===== config.mk =====
export PLATFORM = sky130hd
export DESIGN_NAME = facial_detection_sequencer
export DESIGN_NICKNAME = d
export VERILOG_FILES = /design/src/rtl/facial_detection_sequencer.sv
export SDC_FILE = /design/constraint.sdc
export NUM_CORES = 1
export LEC_CHECK = 0
export ABC_AREA = 1
export BUFFER_PORTS_ARGS = -buffer_cell sky130_fd_sc_hd__buf_4
export CAP_MARGIN = 20
export CORE_ASPECT_RATIO = 0.9
export CORE_MARGIN = 2
export CORE_UTILIZATION = 45
export CTS_CLUSTER_SIZE = 16
export DETAILED_ROUTE_END_ITERATION = 12
export GPL_TIMING_DRIVEN = 0
export PLACE_DENSITY = 0.77
export SLEW_MARGIN = 15
export SYNTH_ARGS = -nofsm -noshare
export SYNTH_HDL_FRONTEND = slang
export SYNTH_SLANG_ARGS = --single-unit

===== constraint.sdc =====
create_clock -name clk -period 2.1 [get_ports clk]
set_clock_uncertainty 0.2 [all_clocks]
set_input_delay 0.105 -clock clk [delete_from_list [all_inputs] [get_ports clk]]
set_output_delay 0.105 -clock clk [all_outputs]
set_load 0.02 [all_outputs]

===== src/rtl/facial_detection_sequencer.sv =====
// Frame sequencer between a host pixel/result stream and a face-detection IP core.
// Define FDS_TIMEOUT_EN to build in the WAIT_ACK / READ_RESULT watchdog and the ERROR state.
module facial_detection_sequencer #(
  parameter int PIXEL_WIDTH    = 16,
  parameter int DATA_WIDTH_12  = 12,
  parameter int TIMEOUT_CYCLES = 1024
) (
  input  logic                     clk,
  input  logic                     reset_n,
  input  logic                     i_frame_start,
  input  logic                     i_pixel_valid,
  input  logic [PIXEL_WIDTH-1:0]   i_pixel,
  output logic                     o_pixel_ready,
  output logic                     o_ip_reset,
  output logic                     o_start_recieve_pixel,
  output logic [PIXEL_WIDTH-1:0]   o_pixel,
  output logic                     o_end_recieve_pixel,
  input  logic                     i_ready_recieve_pixel,
  input  logic                     i_end_frame,
  output logic                     o_enable_read_result,
  input  logic [DATA_WIDTH_12-1:0] i_result_data,
  input  logic                     i_result_end,
  output logic                     o_result_valid,
  output logic [DATA_WIDTH_12-1:0] o_result_data,
  input  logic                     i_result_ready,
  output logic                     o_busy,
  output logic                     o_frame_done,
  output logic                     o_error,
  output logic [15:0]              o_result_count
);

  localparam logic [2:0] ST_IDLE        = 3'd0;
  localparam logic [2:0] ST_IP_RESET    = 3'd1;
  localparam logic [2:0] ST_SEND_PIXEL  = 3'd2;
  localparam logic [2:0] ST_WAIT_ACK    = 3'd3;
  localparam logic [2:0] ST_READ_RESULT = 3'd4;
  localparam logic [2:0] ST_DONE        = 3'd5;
  localparam logic [2:0] ST_ERROR       = 3'd6;

  logic [2:0]               state_q, state_d;
  logic                     pixel_ready_q, pixel_ready_d;
  logic                     ip_reset_q, ip_reset_d;
  logic                     start_q, start_d;
  logic                     end_q, end_d;
  logic                     enable_q, enable_d;
  logic                     rd_wait_q, rd_wait_d;
  logic                     result_valid_q, result_valid_d;
  logic                     busy_q, busy_d;
  logic                     frame_done_q, frame_done_d;
  logic                     end_seen_q, end_seen_d;
  logic [PIXEL_WIDTH-1:0]   pixel_q, pixel_d;
  logic [DATA_WIDTH_12-1:0] result_data_q, result_data_d;
  logic [15:0]              count_q, count_d;

  logic accept;
  logic capture;
  logic outstanding;
  logic result_end_any;
  logic timeout;

  // The IP answers a read enable one cycle later, so a read spans the pulse cycle plus one.
  assign outstanding    = enable_q | rd_wait_q;
  assign capture        = rd_wait_q && (state_q == ST_READ_RESULT);
  assign accept         = (state_q == ST_SEND_PIXEL) && pixel_ready_q && i_pixel_valid && !i_end_frame;
  assign result_end_any = i_result_end | end_seen_q;

  always_comb begin
    state_d = state_q;
    case (state_q)
      ST_IDLE: begin
        if (i_frame_start) state_d = ST_IP_RESET;
      end
      ST_IP_RESET: begin
        state_d = ST_SEND_PIXEL;
      end
      ST_SEND_PIXEL: begin
        if (i_end_frame)  state_d = ST_READ_RESULT;
        else if (accept)  state_d = ST_WAIT_ACK;
      end
      ST_WAIT_ACK: begin
        if (i_end_frame)                state_d = ST_READ_RESULT;
        else if (i_ready_recieve_pixel) state_d = ST_SEND_PIXEL;
        else if (timeout)               state_d = ST_ERROR;
      end
      ST_READ_RESULT: begin
        if (result_end_any && !result_valid_q && !outstanding) state_d = ST_DONE;
        else if (timeout)                                      state_d = ST_ERROR;
      end
      ST_DONE: begin
        state_d = ST_IDLE;
      end
      ST_ERROR: begin
        if (i_frame_start) state_d = ST_IP_RESET;
      end
      default: begin
        state_d = ST_IDLE;
      end
    endcase
  end

  always_comb begin
    pixel_ready_d = (state_d == ST_SEND_PIXEL);
    ip_reset_d    = (state_d == ST_IP_RESET);
    start_d       = accept;
    end_d         = (state_d == ST_WAIT_ACK);
    busy_d        = (state_d != ST_IDLE) && (state_d != ST_ERROR);
    frame_done_d  = (state_d == ST_DONE);
    pixel_d       = accept ? i_pixel : pixel_q;

    // A new read is only launched into an empty buffer and never after the IP has signalled the end.
    enable_d = (state_q == ST_READ_RESULT) && (state_d == ST_READ_RESULT) &&
               !result_valid_q && !outstanding && !result_end_any;
    rd_wait_d = enable_q;

    end_seen_d = end_seen_q;
    if ((state_q == ST_READ_RESULT) && i_result_end) end_seen_d = 1'b1;
    if (state_d != ST_READ_RESULT)                   end_seen_d = 1'b0;

    result_valid_d = result_valid_q;
    result_data_d  = result_data_q;
    count_d        = count_q;
    if (capture) begin
      result_valid_d = 1'b1;
      result_data_d  = i_result_data;
      if (count_q != 16'hFFFF) count_d = count_q + 16'd1;
    end else if (result_valid_q && i_result_ready) begin
      result_valid_d = 1'b0;
    end
    if (state_d == ST_IP_RESET) begin
      result_valid_d = 1'b0;
      count_d        = 16'd0;
    end
  end

  always_ff @(posedge clk or negedge reset_n) begin
    if (!reset_n) begin
      state_q        <= ST_IDLE;
      pixel_ready_q  <= 1'b0;
      ip_reset_q     <= 1'b0;
      start_q        <= 1'b0;
      end_q          <= 1'b0;
      enable_q       <= 1'b0;
      rd_wait_q      <= 1'b0;
      result_valid_q <= 1'b0;
      busy_q         <= 1'b0;
      frame_done_q   <= 1'b0;
      end_seen_q     <= 1'b0;
      pixel_q        <= '0;
      result_data_q  <= '0;
      count_q        <= 16'd0;
    end else begin
      state_q        <= state_d;
      pixel_ready_q  <= pixel_ready_d;
      ip_reset_q     <= ip_reset_d;
      start_q        <= start_d;
      end_q          <= end_d;
      enable_q       <= enable_d;
      rd_wait_q      <= rd_wait_d;
      result_valid_q <= result_valid_d;
      busy_q         <= busy_d;
      frame_done_q   <= frame_done_d;
      end_seen_q     <= end_seen_d;
      pixel_q        <= pixel_d;
      result_data_q  <= result_data_d;
      count_q        <= count_d;
    end
  end

`ifdef FDS_TIMEOUT_EN
  localparam int WD_W = $clog2(TIMEOUT_CYCLES + 1);
  localparam logic [WD_W-1:0] WD_LIMIT = WD_W'(TIMEOUT_CYCLES - 1);

  logic [WD_W-1:0] wd_q, wd_d;
  logic            error_q, error_d;
  logic            wd_state;

  assign wd_state = (state_q == ST_WAIT_ACK) || (state_q == ST_READ_RESULT);
  // wd_q holds the number of earlier stalled cycles, so the limit fires on the TIMEOUT_CYCLES-th one.
  assign timeout  = wd_state && !capture && (wd_q == WD_LIMIT);

  always_comb begin
    wd_d    = wd_q + 1'b1;
    error_d = (state_d == ST_ERROR);
    if (!wd_state || capture || (state_d != state_q)) wd_d = '0;
  end

  always_ff @(posedge clk or negedge reset_n) begin
    if (!reset_n) begin
      wd_q    <= '0;
      error_q <= 1'b0;
    end else begin
      wd_q    <= wd_d;
      error_q <= error_d;
    end
  end

  assign o_error = error_q;
`else
  logic unused_timeout_cfg;

  assign unused_timeout_cfg = ^TIMEOUT_CYCLES;
  assign timeout            = 1'b0;
  assign o_error            = 1'b0;
`endif

  assign o_pixel_ready         = pixel_ready_q;
  assign o_ip_reset            = ip_reset_q;
  assign o_start_recieve_pixel = start_q;
  assign o_pixel               = pixel_q;
  assign o_end_recieve_pixel   = end_q;
  assign o_enable_read_result  = enable_q;
  assign o_result_valid        = result_valid_q;
  assign o_result_data         = result_data_q;
  assign o_busy                = busy_q;
  assign o_frame_done          = frame_done_q;
  assign o_result_count        = count_q;

endmodule


=== Word-level counts from Yosys, hierarchy flattened ===
Cells that the tools add are included.

* Bits in registers: 57

* Equality and inequality tests: 13
* $add $sub $neg: 1
* Bitwise logic cells: 2
* Reductions and logical operators: 25
* Muxes and demuxes: 15

{| class="wikitable"
|+ Operator list
! kind !! count
|-
| $mux 16 || 3
|-
| $mux 3 || 6
|-
| $add 16x1->16 const B || 1
|-
| $ne 16x16->1 const B || 1
|-
| $pmux 3 s5 || 1
|-
| $logic_and 1x1->1 || 13
|-
| $eq 3x2->1 const B || 4
|-
| $eq 3x3->1 const B || 4
|-
| $eq 3x1->1 const B || 2
|-
| $ne 3x3->1 const B || 2
|-
| $reduce_bool 2->1 || 3
|-
| $reduce_bool 3->1 || 2
|-
| $mux 1 || 5
|-
| $logic_not 1->1 || 4
|-
| $logic_not 3->1 || 1
|-
| $or 1x1->1 || 2
|-
| $reduce_and 2->1 || 1
|-
| $reduce_or 2->1 || 1
|}

=== Longest topological paths before layout ===
Gate-level depths: netlist of the first run.

* Word-level depth: 12
* Mapped depth: 10
* Gate-level depth less buffers: 9

=== Least setup slack after synthesis of the first run ===
Ideal clock, no wire load.

* Path type: reg2reg
* From: register count_q[1] (netlist: o_result_count[1])
* To: register count_q[2] (netlist: o_result_count[2])
* Setup slack: 328 ps
* Clock period less this slack: 1772 ps
* Data arrival time: 1498 ps
* Data required time: 1826 ps
* Path buffers: 1
* Setup time: 74 ps
* Cell stages (with the launch flop): 11
* Cell sequence: dfrtp_1 -> ha_1 -> inv_1 -> nor2_2 -> nand2_1 -> nor2_2 -> nand2_1 -> nand2_2 -> buf_6 -> nand2_1 -> o21ai_2

* Cells in the longest elaborated chain, start to end: 4

{| class="wikitable"
|+ Ends and longest elaborated chain
! what !! RTL line !! source
|-
| from (decl) || 53 || <nowiki>logic [15:0] count_q, count_d;</nowiki>
|-
| from (signal assigned) || 165 || <nowiki>count_q <= count_d;</nowiki>
|-
| $add 16x1->16 || 125 || <nowiki>if (count_q != 16'hFFFF) count_d = count_q + 16'd1;</nowiki>
|-
| $mux 16 || 125 ||
|-
| $mux 16 || 122 || <nowiki>if (capture) begin</nowiki>
|-
| $mux 16 || 129 || <nowiki>if (state_d == ST_IP_RESET) begin</nowiki>
|}

Several ways; a longest one is shown, not always the timed one. The select of a mux whose other input is x is not followed.
A chain may end at the register's enable or synchronous reset.

=== Worst setup path after layout of the first run ===
* From: register count_q[0] (netlist: o_result_count[0])
* To: register count_q[12] (netlist: o_result_count[12])

The elaborated chain is that of the path after synthesis.

==> out/results.ini, run 1 <==
[yosys]
synth_cells=313
syn_nets=350
avgSynthCellArea_um2=8.58
ys_ff_latch=57
syn-cell-area_um2=2690
yosysSeqAreaShare_pct=53.1
synth_cell_types=29
yosys_warnings=0

[setup_path]
crit_required_ns=2.17
ff2ff_setup_slack_ns=0.26
crit_path_end_kind=register
path_cells=ha_1, inv_1, nor2_2, nand2_1, nor2_2, nand2_1, nand2_2, buf_6, nand2_1, nand2_1
path_max_fanout=10
slowest_delay_ns=0.41
worst_ep_arrival_time_ns=1.91
cp_slowest_cell=dfrtp_1
cp-start-kind=register
setup.worst_path.class=register to register
crit_path_frequent_cell=nand2_1

[route]
first_iter_violations=166
drt_first_pass_iters=5
drc=0
wirelength_um=6640
ant_nets=0
routedWlPerCell_um=12.8
num_vias=2471
via_per_inst=4.77

[power]
ir_worst_vdd_mv=0.795
p_leak_nw=2.10
powerDensity_nw_per_um2=1120

[timing]
fin_crit_ns=1.84
setup_viol=0
period_share_pct=87.6
hold_viol_final=0
maxSlewHeadroom_pct=53.5
slew_viol_final=0
rsz0062_at_grt=no
tns_ns=0
fmax_mhz=544
tightest_slew_ns=0.697

[place]
dpl-instance-area_um2=3430
gp_congestion=0.922
io_buffer_count=87
place_hpwl_um=4310

[status]
outcome=finished clean

[die]
die_h_um=77.3
die_w_um=85.4
start_util_pct=46.9
fp.coreArea_um2=5730
io_pins=89
die_area_um2=6600
rows=26

[cells_and_area]
syn2layout_area_growth_pct=46.4
finalInstanceArea_um2=3930
antennaDiodeCount=0
fin_nets=481
layout_commonest_cell=nand2_1
drive_gt1_share_pct=30.1
final_cell_mix=nand2_1, buf_4, dfrtp_1

[global_route]
use_met3_pct=7.97
grt_max_degree=58
grtUsageMet2_pct=37.1
grt_pass1_wl_um=11300
grt_pass1_vias=2408
grt.busiest_layer=met2
grt_usage_pct=22.2
grt.met1_usage_pct=26.2
grt-ovfl-total=0
grt_antenna_before_repair=0

[cts]
cts-resized-gates=0
clock_sinks=57
htree_levels=3
path_clk_slew_ns=0.06
insertion_delay_ns=0.34
root_buffer=clkbuf_8
max-clock-path-buffers=2
cts_tree=done
cts-buffers-inserted=9

[flow_run]
maxCapViolations=0

[worst_hold_path]
hp-class=primary input to register

-- cells by family (layout without fill, tap and decap cells) --
group / count (synthesis) / after routing / share of synthesized area [%]
simple gates: 190 / 190 / 29.7
flops: 57 / 57 / 53.1
buf+inv: 33 / 168 / 6.15
compound gates: 12 / 12 / 2.89
mux: 12 / 12 / 5.31
xor+xnor: 7 / 7 / 2.28
fa+ha+maj: 1 / 1 / 0.466
other cells: 1 / 1 / 0.140
-- power by group --
| group | internal, mW | leakage, nW | switching [mW] | total, mW |
|---|---|---|---|---|
| clock network | 0.535 | 0.0929 | 0.409 | 0.944 |
| registers | 1.45 | 0.751 | 0.229 | 1.68 |
| logic | 0.791 | 1.25 | 1.00 | 1.79 |
-- per-stage QoR --
step | hold slack (ns) | util, % | power (mW) | worst slack (ns) | std cells
finish | 0.0222 | 68.7 | 4.42 | 0.261 | 518
floorplan | -0.391 | - | 2.68 | 0.328 | 313
detailed placement | 0.00450 | 59.9 | 3.43 | 0.292 | 470
global route | 0.0345 | 68.7 | 4.69 | 0.0444 | 518
global placement | 0.00405 | 59.9 | 3.38 | 0.306 | 470
CTS | 0.0126 | 68.7 | 4.43 | 0.277 | 518
-- state kept, by name (all words and copies together), names as in the netlist, 3 cells and up --
signal and flops:
o_result_data 12, state_q 3, o_pixel 16, o_result_count 16
-- area by class of cell --
| cell class | instances | area [µm²] |
|---|---|---|
| Clock buffer | 11 | 131 |
| Tap cell | 70 | 87.6 |
| Multi-Input combinational cell | 223 | 1090 |
| Buffer | 7 | 65.1 |
| Inverter | 26 | 100 |
| Timing Repair Buffer | 120 | 983 |
| Sequential cell | 57 | 1430 |
| Fill cell | 464 | 1790 |
| Clock inverter | 4 | 45.0 |
-- worst paths after layout --
check | startpoint | to | cells after the start
max in group asynchronous | reset_n | o_result_data[8] | 2
min in group asynchronous | reset_n | o_result_data[1] | 2
setup / recovery | o_result_count[0] | o_result_count[12] | 10
setup reg to reg | o_result_count[0] | o_result_count[12] | 10
hold / removal | i_pixel_valid | o_pixel[9] | 5
hold reg to reg | o_enable_read_result | rd_wait_q | 0
-- layer usage --
layer | wire, µm | vias to the layer above | share of wire (%)
met5 | 0 | - | 0
met4 | 157 | 0 | 2.4
met3 | 329 | 16 | 5.0
met2 | 3470 | 64 | 52
li1 | - | 1235 | -
met1 | 2690 | 1156 | 40
-- Yosys cell counts (all sizes together) --
cell | n | share of area [%]
mux2 | 12 | 5.3
nand3 | 18 | 3.5
dfrtp | 57 | 53
inv | 26 | 3.7
ha | 1 | 0.47
xor2 | 3 | 0.98
o211ai | 1 | 0.28
a21oi | 3 | 0.56
conb | 1 | 0.14
o21ai | 8 | 2.0
nand3b | 1 | 0.28
nand2 | 134 | 19
nand4 | 4 | 0.93
buf | 7 | 2.4
nor2 | 29 | 4.8
xnor2 | 4 | 1.3
nor3 | 4 | 0.93
-- timing repair --
action                    4_1_cts  5_1_grt
setup buffers                   0        0
hold endpoints to repair       94        0
hold buffers                   33        0
-- worst max-delay path: cells and delay by family, from the launching register on --
kind / cells / cell delay (ns)
fa+ha+maj: 1 / 0.23
buf+inv: 2 / 0.23
flops: 1 / 0.41
simple gates: 7 / 0.69
No activity file was read; power rests on OpenSTA's default activity.
==> inputs of run 2 (changes only) <==
CTS_BUF_LIST = sky130_fd_sc_hd__clkbuf_4 sky130_fd_sc_hd__clkbuf_8   (was default)
==> out/results.ini, run 2 (synthesis gave the netlist of run 1 again) <==
[die]
die_h_um=77.3  ; unchanged
fp.coreArea_um2=5730  ; unchanged
rows=26  ; unchanged
io_pins=89  ; unchanged
die_w_um=85.4  ; unchanged
start_util_pct=46.9  ; unchanged
die_area_um2=6600  ; unchanged

[route]
first_iter_violations=180  ; was 166
wirelength_um=6630  ; was 6640 µm
via_per_inst=4.77  ; about the same
routedWlPerCell_um=12.8  ; about the same
drt_first_pass_iters=4  ; was 5
num_vias=2469  ; was 2,471
ant_nets=0  ; unchanged
drc=0  ; unchanged

[setup_path]
crit_path_end_kind=register  ; unchanged
path_max_fanout=10  ; unchanged
r2r_start=o_result_count[0]  ; unchanged
crit_start=o_result_count[0]  ; unchanged
cp-start-kind=register  ; unchanged
setup.worst_path.class=register to register  ; unchanged
worst_ep_arrival_time_ns=1.91  ; about the same
crit_required_ns=2.17  ; about the same

[timing]
fin_crit_ns=1.84  ; about the same
hold_viol_final=0  ; unchanged
tightest_slew_ns=0.698  ; was 0.697 ns
setup_viol=0  ; unchanged
fmax_mhz=543  ; was 544 MHz
hold_ws_ns=0.0245  ; was 0.0222 ns
period_share_pct=87.7  ; was 87.6%
slew_viol_final=0  ; unchanged
tns_ns=0  ; unchanged
rsz0062_at_grt=no  ; unchanged
maxSlewHeadroom_pct=53.5  ; about the same

[cts]
root_buffer=clkbuf_8  ; unchanged
clock_sinks=57  ; unchanged
max-clock-path-buffers=2  ; unchanged
cts-buffers-inserted=9  ; unchanged
htree_levels=3  ; unchanged
path_clk_slew_ns=0.06  ; about the same
cts-resized-gates=0  ; unchanged
cts_tree=done  ; unchanged
insertion_delay_ns=0.34  ; about the same

[power]
p_sw_mw=1.63  ; was 1.64 mW
internal_power_mw=2.81  ; was 2.78 mW
sequentialPowerShare_pct=37.9  ; was 38.1%
p_comb_share_pct=40.3  ; was 40.5%
ir_worst_vdd_mv=0.794  ; was 0.795 mV
pwr-share-clk_pct=21.8  ; was 21.4%
swShare_pct=36.8  ; was 37.1%
p_leak_nw=2.10  ; about the same
powerDensity_nw_per_um2=1130  ; was 1120 nW/µm²

[place]
dp.cells=470  ; unchanged
dpl-instance-area_um2=3430  ; unchanged
gp_congestion=0.922  ; unchanged
place_hpwl_um=4310  ; unchanged
io_buffer_count=87  ; unchanged

[global_route]
grt_pass1_wl_um=11300  ; about the same
grt-ovfl-total=0  ; unchanged
grt_antenna_before_repair=0  ; unchanged
grt_pass1_vias=2409  ; was 2,408
grt_max_degree=58  ; unchanged
grt_usage_pct=22.1  ; was 22.2%

[cells_and_area]
antennaDiodeCount=0  ; unchanged
final_cells=518  ; unchanged
final_cell_mix=nand2_1, buf_4, dfrtp_1  ; unchanged
syn2layout_area_growth_pct=46.7  ; was 46.4%
layout_commonest_cell=nand2_1  ; unchanged
fill_cells=462  ; was 464
fin_nets=481  ; unchanged
finalInstanceArea_um2=3940  ; was 3930 µm²
drive_gt1_share_pct=30.6  ; was 30.1%

[status]
outcome=finished clean  ; unchanged

[worst_hold_path]
hp-start=i_pixel_valid  ; unchanged
hp-class=primary input to register  ; unchanged

[flow_run]
maxCapViolations=0  ; unchanged

[run 2: cell types whose count changed in the layout (fill, tap and decap cells not counted)]
cell,previous run,this run
clkbuf_4,0,2
clkbuf_1,2,0
[run 2: timing repair]
action,CTS,global route
endpoints found under the hold margin,94,0
setup buffers,0,0
hold buffers,33,0
setup endpoints to repair,0,0
[run 2: stage by stage]
stage	power (mW)	util, %	setup slack [ns]
5_1_grt	4.71	68.8	0.0444
2_1_floorplan	2.68	-	0.328
3_3_place_gp	3.38	59.9	0.306
3_5_place_dp	3.43	59.9	0.292
6_report	4.44	68.8	0.258
4_1_cts	4.46	68.8	0.277
[run 2: power groups by stage]
stage	combinational, mW	clock [mW]	sequential (mW)
6_report	1.79	0.967	1.68
5_1_grt	1.92	1.06	1.73
4_1_cts	1.79	0.994	1.68
3_5_place_dp	1.73	0	1.69
3_3_place_gp	1.70	0	1.68
2_1_floorplan	0.599	0	2.08
[run 2: worst paths after layout]
check | endpoint | slack (ns) | cells after the start
worst max-delay path | o_result_count[0] | 0.26 | 10
worst min-delay path | o_pixel[9] | 0.02 | 5
worst max register to register | o_result_count[0] | 0.26 | 10
worst min register to register | rd_wait_q | 0.20 | 0
max in group asynchronous | o_result_data[8] | 1.07 | 2
min in group asynchronous | o_result_data[1] | 0.16 | 2
[run 2: critical path, stage by stage (launching register included)]
cell	delay (ns)
dfrtp_1	0.41
ha_1	0.23
inv_1	0.09
nor2_2	0.13
nand2_1	0.12
nor2_2	0.14
nand2_1	0.08
nand2_2	0.08
buf_6	0.15
nand2_1	0.07
o21ai_2	0.06
[run 2: layer usage]
| layer | global-route usage [%] | share of wire [%] |
|---|---|---|
| met2 | 37.1 | 52 |
| met5 | 0 | 0 |
| met4 | 7.78 | 2.3 |
| met1 | 26.1 | 41 |
| met3 | 7.97 | 4.8 |
[run 2: cell type report]
type	count	area (µm²)	area share, %
multi-input combinational	223	1090	27.8
timing repair buffer	120	983	25.0
sequential	57	1430	36.2
clock buffer	11	139	3.52
inverter	26	100	2.54
clock inverter	4	45.0	1.14
tap	70	87.6	2.22
buffer	7	65.1	1.65
